$ cat src/rtl/sdr_refresh.sv
// Periodic SDRAM auto-refresh scheduler: accrues one credit per tREFI, requests the bus,
// then issues PRECHARGE-ALL + AUTO REFRESH. Define SDR_REF_BURST_EN to drain credits per grant.
module sdr_refresh #(
    parameter int unsigned T_REFI_CYC = 1300,
    parameter int unsigned N_RP       = 3,
    parameter int unsigned N_RFC      = 11,
    parameter int unsigned MAX_PEND   = 8
) (
    input  logic        clk,
    input  logic        rst,
    input  logic        init_done,
    input  logic        ref_ack,
    output logic        ref_req,
    output logic        ref_urgent,
    output logic        ref_busy,
    output logic        ref_done,
    output logic        ref_overflow,
    output logic [3:0]  pend_cnt,
    output logic        sdr_nRAS,
    output logic        sdr_nCAS,
    output logic        sdr_nWE,
    output logic [12:0] sdr_A,
    output logic [1:0]  sdr_BA
);

    localparam int unsigned CW   = (T_REFI_CYC > 1) ? $clog2(T_REFI_CYC) : 1;
    localparam int unsigned TMAX = (N_RP > N_RFC) ? N_RP : N_RFC;
    localparam int unsigned TW   = (TMAX > 0) ? $clog2(TMAX + 1) : 1;

    localparam logic [2:0] CmdNop = 3'b111;
    localparam logic [2:0] CmdPre = 3'b010;
    localparam logic [2:0] CmdRef = 3'b001;

    typedef enum logic [1:0] {StOff, StIdle, StPre, StRef} state_e;

    state_e        state_q, state_d;
    logic [CW-1:0] ivl_q, ivl_d;
    logic [TW-1:0] tmr_q, tmr_d;
    logic [3:0]    pend_q, pend_d;
    logic          req_q, req_d;
    logic          busy_q, busy_d;
    logic          done_q, done_d;
    logic          ovf_q, ovf_d;
    logic [2:0]    cmd_q, cmd_d;
    logic          a10_q, a10_d;
    logic          tick;
    logic          ref_entry;

    assign tick = (state_q != StOff) && (ivl_q == CW'(T_REFI_CYC - 1));

    always_comb begin
        state_d   = state_q;
        tmr_d     = tmr_q;
        ref_entry = 1'b0;
        cmd_d     = CmdNop;
        a10_d     = 1'b0;
        case (state_q)
            StOff: begin
                if (init_done) state_d = StIdle;
            end
            StIdle: begin
                if (req_q && ref_ack) begin
                    state_d = StPre;
                    tmr_d   = TW'(N_RP - 1);
                    cmd_d   = CmdPre;
                    a10_d   = 1'b1;
                end
            end
            StPre: begin
                // Credit count cannot drop while precharging, so it is still non-zero here.
                if (tmr_q == '0) begin
                    state_d   = StRef;
                    tmr_d     = TW'(N_RFC - 1);
                    ref_entry = 1'b1;
                    cmd_d     = CmdRef;
                end else begin
                    tmr_d = tmr_q - 1'b1;
                end
            end
            StRef: begin
                if (tmr_q == '0) begin
`ifdef SDR_REF_BURST_EN
                    if (pend_q != 4'd0) begin
                        tmr_d     = TW'(N_RFC - 1);
                        ref_entry = 1'b1;
                        cmd_d     = CmdRef;
                    end else begin
                        state_d = StIdle;
                    end
`else
                    state_d = StIdle;
`endif
                end else begin
                    tmr_d = tmr_q - 1'b1;
                end
            end
            default: state_d = StOff;
        endcase
    end

    always_comb begin
        ivl_d  = '0;
        pend_d = pend_q;
        ovf_d  = ovf_q;
        if (state_q != StOff && !tick) ivl_d = ivl_q + 1'b1;
        if (tick && !ref_entry) begin
            if (pend_q == 4'(MAX_PEND)) ovf_d = 1'b1;
            else                        pend_d = pend_q + 4'd1;
        end else if (ref_entry && !tick) begin
            pend_d = pend_q - 4'd1;
        end
        busy_d = (state_d == StPre) || (state_d == StRef);
        done_d = (state_q == StRef) && (state_d == StIdle);
        req_d  = (state_d == StIdle) && (pend_d != 4'd0);
    end

    always_ff @(posedge clk) begin
        if (rst) begin
            state_q <= StOff;
            ivl_q   <= '0;
            tmr_q   <= '0;
            pend_q  <= 4'd0;
            req_q   <= 1'b0;
            busy_q  <= 1'b0;
            done_q  <= 1'b0;
            ovf_q   <= 1'b0;
            cmd_q   <= CmdNop;
            a10_q   <= 1'b0;
        end else begin
            state_q <= state_d;
            ivl_q   <= ivl_d;
            tmr_q   <= tmr_d;
            pend_q  <= pend_d;
            req_q   <= req_d;
            busy_q  <= busy_d;
            done_q  <= done_d;
            ovf_q   <= ovf_d;
            cmd_q   <= cmd_d;
            a10_q   <= a10_d;
        end
    end

    assign ref_req      = req_q;
    assign ref_urgent   = (pend_q == 4'(MAX_PEND));
    assign ref_busy     = busy_q;
    assign ref_done     = done_q;
    assign ref_overflow = ovf_q;
    assign pend_cnt     = pend_q;
    assign sdr_nRAS     = cmd_q[2];
    assign sdr_nCAS     = cmd_q[1];
    assign sdr_nWE      = cmd_q[0];
    assign sdr_A        = {2'b00, a10_q, 10'b0};
    assign sdr_BA       = 2'b00;

endmodule
$ cat config.mk
export PLATFORM = sky130hd
export DESIGN_NAME = sdr_refresh
export DESIGN_NICKNAME = d
export VERILOG_FILES = /design/src/rtl/sdr_refresh.sv
export SDC_FILE = /design/constraint.sdc
export NUM_CORES = 1
export LEC_CHECK = 0
export BUFFER_PORTS_ARGS = -buffer_cell sky130_fd_sc_hd__buf_4
export CAP_MARGIN = 30
export CORE_MARGIN = 1.5
export CORE_UTILIZATION = 37
export CTS_BUF_LIST = sky130_fd_sc_hd__clkbuf_8
export DETAILED_ROUTE_END_ITERATION = 8
export MAX_ROUTING_LAYER = met4
export PLACE_DENSITY = 0.63
export SYNTH_ARGS = -nofsm -noshare
export SYNTH_HDL_FRONTEND = slang
export SYNTH_SLANG_ARGS = --single-unit
$ cat constraint.sdc
create_clock -name clk -period 1.7 [get_ports clk]
set_input_delay 0.085 -clock clk [delete_from_list [all_inputs] [get_ports clk]]
set_output_delay 0.085 -clock clk [all_outputs]
set_load 0.01 [all_outputs]
# After elaboration in Yosys (flattened, before gate mapping)
# Index checks and enable logic that the tools add are counted.
[totals]
reg_bits = 29
in_bits = 4
output_inout_bits = 27
elab_cells = 63
[op_classes]
add_sub_neg = 4
n_eq_ne = 10
n_mux = 18
bitwise = 2
reduce_logical = 19
[op_table]
columns = ["operator", "count"]
rows = [
  ["4-bit two-way mux", 6],
  ["4-bit case mux with 3 select lines", 1],
  ["11-bit by 1-bit adder with 11-bit output (second input constant)", 1],
  ["11-bit == test (second input constant)", 1],
  ["2-bit == test (second input constant)", 4],
  ["2-bit two-way mux", 4],
  ["2-bit case mux with 4 select lines", 1],
  ["4-bit by 1-bit subtractor with 4-bit output (second input constant)", 2],
  ["1-bit logical AND", 7],
  ["3-bit two-way mux", 2],
  ["3-bit case mux with 2 select lines", 1],
  ["4-bit by 1-bit adder with 4-bit output (second input constant)", 1],
  ["2-bit by 1-bit == test with 1-bit output (second input constant)", 2],
  ["4-bit == test (second input constant)", 1],
  ["4-bit zero test", 1],
  ["2-bit != test (second input constant)", 2],
  ["4-bit nonzero test", 1],
  ["2-bit OR reduction", 2],
  ["1-bit two-way mux", 3],
  ["3-bit AND reduction", 1],
  ["3-bit nonzero test", 1],
  ["1-bit zero test", 2],
  ["2-bit zero test", 1],
  ["1-bit inverter", 2],
  ["3 further kinds", 3],
]

# Longest topological paths before layout
[depth]
word_depth = 8
depth_mapped = 8
mapped_depth_nobuf = 7

# Worst setup path before layout
# No wires, ideal clock.
[synth_path]
path_kind = "register to register"
startpoint = "register state_q[1]"
endpoint = "register req_q, in the netlist ref_req"
setup_ns = 0.138
arrival_time_ns = 1.687
t_required_ns = 1.562
setup_slack_ns = -0.124
path_stages_with_launch = 9
path_buffers = 1
synth_period_minus_slack_ns = 1.824
cell_sequence = "dfxtp_1 -> inv_1 -> ha_1 -> nor3b_1 -> and3_1 -> buf_6 -> mux2i_1 -> xnor2_1 -> a41oi_1"
[synth_between]
elab_chain_cells = 8
word_cells_on_any_way = 21
classes_between = "eq/ne (4); mux (8); reduce/logical (9)"
[synth_lines]
columns = ["element", "line_no", "source"]
rows = [
  ["from (decl)", "36", "state_e state_q, state_d;"],
  ["from (signal assigned)", "119", "state_q <= StOff;"],
  ["from (signal assigned)", "130", "state_q <= state_d;"],
  ["2-bit nonzero test", "49", "assign tick = (state_q != StOff) && (ivl_q == CW'(T_REFI_CYC - 1));"],
  ["1-bit logical AND", "49", ""],
  ["1-bit zero test", "109", "end else if (ref_entry && !tick) begin"],
  ["1-bit logical AND", "109", ""],
  ["4-bit two-way mux", "109", ""],
  ["4-bit two-way mux", "106", "if (tick && !ref_entry) begin"],
  ["4-bit nonzero test", "114", "req_d = (state_d == StIdle) && (pend_d != 4'd0);"],
  ["1-bit logical AND (*)", "114", ""],
  ["to (signal assigned)", "134", "req_q <= req_d;"],
  ["to (decl)", "40", "logic req_q, req_d;"],
]
# Mark *: on every way between the ends. The rest lies on a longest branch, timed or not.
# A chain may end at the register's enable or synchronous reset.

# Worst setup path after layout
# Ends and elaborated chain as after synthesis.

==> metrics.md <==
| Metric | Value |
|---|---|
| Status | `finished clean` |
| Power Density | `624 nW/um2` |
| Fillers | `385` |
| CP Cell Sequence | `inv_1 -> ha_2 -> nor3b_2 -> and3_4 -> buf_4 -> mux2i_1 -> o2bb2ai_2 -> a41oi_1` |
| Cells after Synth | `180` |
| CP peak stage delay | `0.36 ns` |
| DP Wirelength | `2310 um` |
| DRT iter0 DRCs | `53` |
| Die width | `67.7 um` |
| CTS tree | `yes` |
| Vias in the first global route | `1,158` |
| CP top delay family | `simple AND/OR/NAND/NOR gates` |
| Layout cell share with drive strength beyond 1 | `33.3%` |
| Synth cell types | `39` |
| Final Hold Viols | `0` |
| Crit path DAT | `1.89 ns` |
| Clock-pin slew of the registers on the worst-case setup and hold paths | `0.09 ns` |
| Setup Skew | `0.00357 ns` |
| Final wirelength | `3140 um` |
| LEAKAGE | `0.000811 uW` |
| CTS Hold Bufs | `0` |
| Hold crit path type | `input port to flip-flop` |
| Kind of critical path | `flip-flop to flip-flop` |
| Full die area | `4580 um2` |
| Per-cell routed wire length | `11.6 um` |
| Root buf cell | `clkbuf_8` |
| YS warnings | `0` |
| MaxCap Viol Count | `0` |
| DIE HEIGHT | `67.7 um` |
| WP buf/inv | `2` |
| Critical Path RT | `1.89 ns` |
| Synthesized area | `1550 um2` |
| Pre-antenna DRT Iters | `4` |
| Largest fanout on the critical path | `5` |
| Number of synthesized flops with an enable pin | `0` |
| Slew Limit Fails | `0` |
| Fin crit share | `99.7%` |
| Post-route setup TNS | `0 ns` |
| Initial antenna violation count | `0` |
| Residual antenna-violating net count after detailed routing | `0` |
| RSZ-0062 raised after global routing | `yes` |
| Post-synth ARST share | `0%` |
| CTS Buffer Depth | `2` |
| Final setup fails | `0` |
| Gr ovfl total | `0` |
| Total CTS buffers | `3` |
| Startpoint Class | `flip-flop` |
| Area Growth Syn to Fin | `30.8%` |
| Setup crit end kind | `flip-flop` |
| Fmax | `590 MHz` |
| Worst slack, placed | `-0.0219 ns` |
| Slowest cell on crit path | `dfxtp_4` |
| Placed Instances | `266` |
| # IOs | `31` |
| Port Buf Inserts | `16` |
| Tot GR Track Use | `15.0%` |
| Vias per cell | `4.80` |
| Latest clock arrival within the worst-skew pair | `0.26 ns` |
| Seq cells post-synth | `28` |
| First-pass GRT wire length | `5170 um` |
| Mapped Avg Cell Area | `8.59 um2` |
| Clk sink count | `28` |
| DR DRC count | `0` |
| Sequential share of the synthesized area | `36.2%` |
| Largest net degree at the start of global routing | `16` |
| Post-route minimum period | `1.69 ns` |
| Max H-tree Level | `1` |
| Final WS setup | `0.00513 ns` |
| Final net count | `236` |
| GP Congestion | `0.808` |
| Initial Util | `38.7%` |
| Antenna cells | `0` |
| Ys flop type | `dfxtp_1` |
| VDD IR max | `491 uV` |
| Final non-filler cell total | `272` |
| Row Count | `23` |
| Reg2Reg Setup Slack | `0.005 ns` |
| Core area | `4000 um2` |
| Via count | `1,306` |
-- flip-flops by register name, indices dropped and copies added, names as in the netlist --
| register | flops |
|---|---|
| a10_q | 1 |
| cmd_q | 3 |
| ivl_q | 11 |
| pend_cnt | 4 |
| ref_done | 1 |
| ref_overflow | 1 |
| ref_req | 1 |
| state_q | 2 |
| tmr_q | 4 |
-- per-stage QoR --
step           utilization [%]  hold slack (ns)  power, uW  instance area [um2]
2_1_floorplan                -            0.164        837                 1620
3_3_place_gp              46.5            0.393        887                 1860
3_5_place_dp              46.5            0.392        889                 1860
4_1_cts                   48.2            0.103       1250                 1930
5_1_grt                   50.6            0.115       1340                 2020
6_report                  50.6            0.113       1260                 2020
-- metal layers --
metal,GRT usage (%),part of all wire (%),wire [um],vias to the layer above
met2,23.5,49,1540,13
met3,3.50,2.5,79,2
met4,2.30,0.45,14,0
met5,-,0,0,-
met1,20.0,48,1510,610
li1,-,-,-,681
-- cells in the mapped netlist, drive strengths merged (4+ instances only) --
master,count,area [um2]
nand3,5,25.0
nand4,6,37.5
o21ai,5,25.0
or3,6,37.5
nand2,10,37.5
inv,12,45.0
a21oi,5,25.0
nor2,27,104
ha,9,113
xor2,6,52.6
buf,17,131
o22ai,4,25.0
dfxtp,28,561
-- cells by family after synthesis --
logic type	synth area share [%]
xor+xnor	5.10
compound gates	12.6
simple gates	24.4
buf+inv	12.1
fa+ha+maj	7.28
flops	36.2
mux	1.94
other cells	0.242
-- area by class of cell --
| class | instances | area (um2) | share of cell area [%] |
|---|---|---|---|
| sequential | 28 | 566 | 28.0 |
| clock inverter | 1 | 3.75 | 0.186 |
| inverter | 12 | 45.0 | 2.23 |
| tap | 50 | 62.6 | 3.09 |
| clock buffer | 3 | 41.3 | 2.04 |
| multi-input combinational | 133 | 963 | 47.6 |
| timing repair buffer | 45 | 342 | 16.9 |
-- repair_timing --
item                       in CTS  in global routing
pin swaps                       0                  6
gates cloned                    0                  0
buffers inserted                0                  2
hold endpoints to repair        0                  0
gates resized for setup         6                 14
setup endpoints to repair       3                 12
-- report_power, final --
group / switching, uW / internal (uW)
clock network: 190 / 162
registers: 18.6 / 674
logic: 113 / 106
-- placed cells by master, fill, tap and decap left out, drive strengths merged --
master	instances
nor2b	2
a21boi	1
nor3	3
a211oi	3
nand4bb	1
nand2b	1
nand2	10
o21ai	5
buf	45
or2	1
and4bb	1
mux2i	3
nor4	1
clkbuf	3
xnor2	3
conb	14
nor2	27
o2bb2ai	1
a21oi	5
a31oi	3
dfxtp	28
a22oi	1
o22ai	4
nand4	6
and4b	2
a221oi	2
xor2	6
nor3b	2
a311o	1
or3	6
inv	13
and3	2
ha	9
a2bb2oi	1
a41oi	1
nand3	5
-- path summary, 6_finish.rpt --
kind	from	endpoint	cells after the start
worst min-delay path	rst	tmr_q[3]	2
worst max register to register	state_q[1]	ref_req	8
worst min register to register	ref_overflow	ref_overflow	2
worst max-delay path	state_q[1]	ref_req	8
No activity file was read; power rests on OpenSTA's default activity.
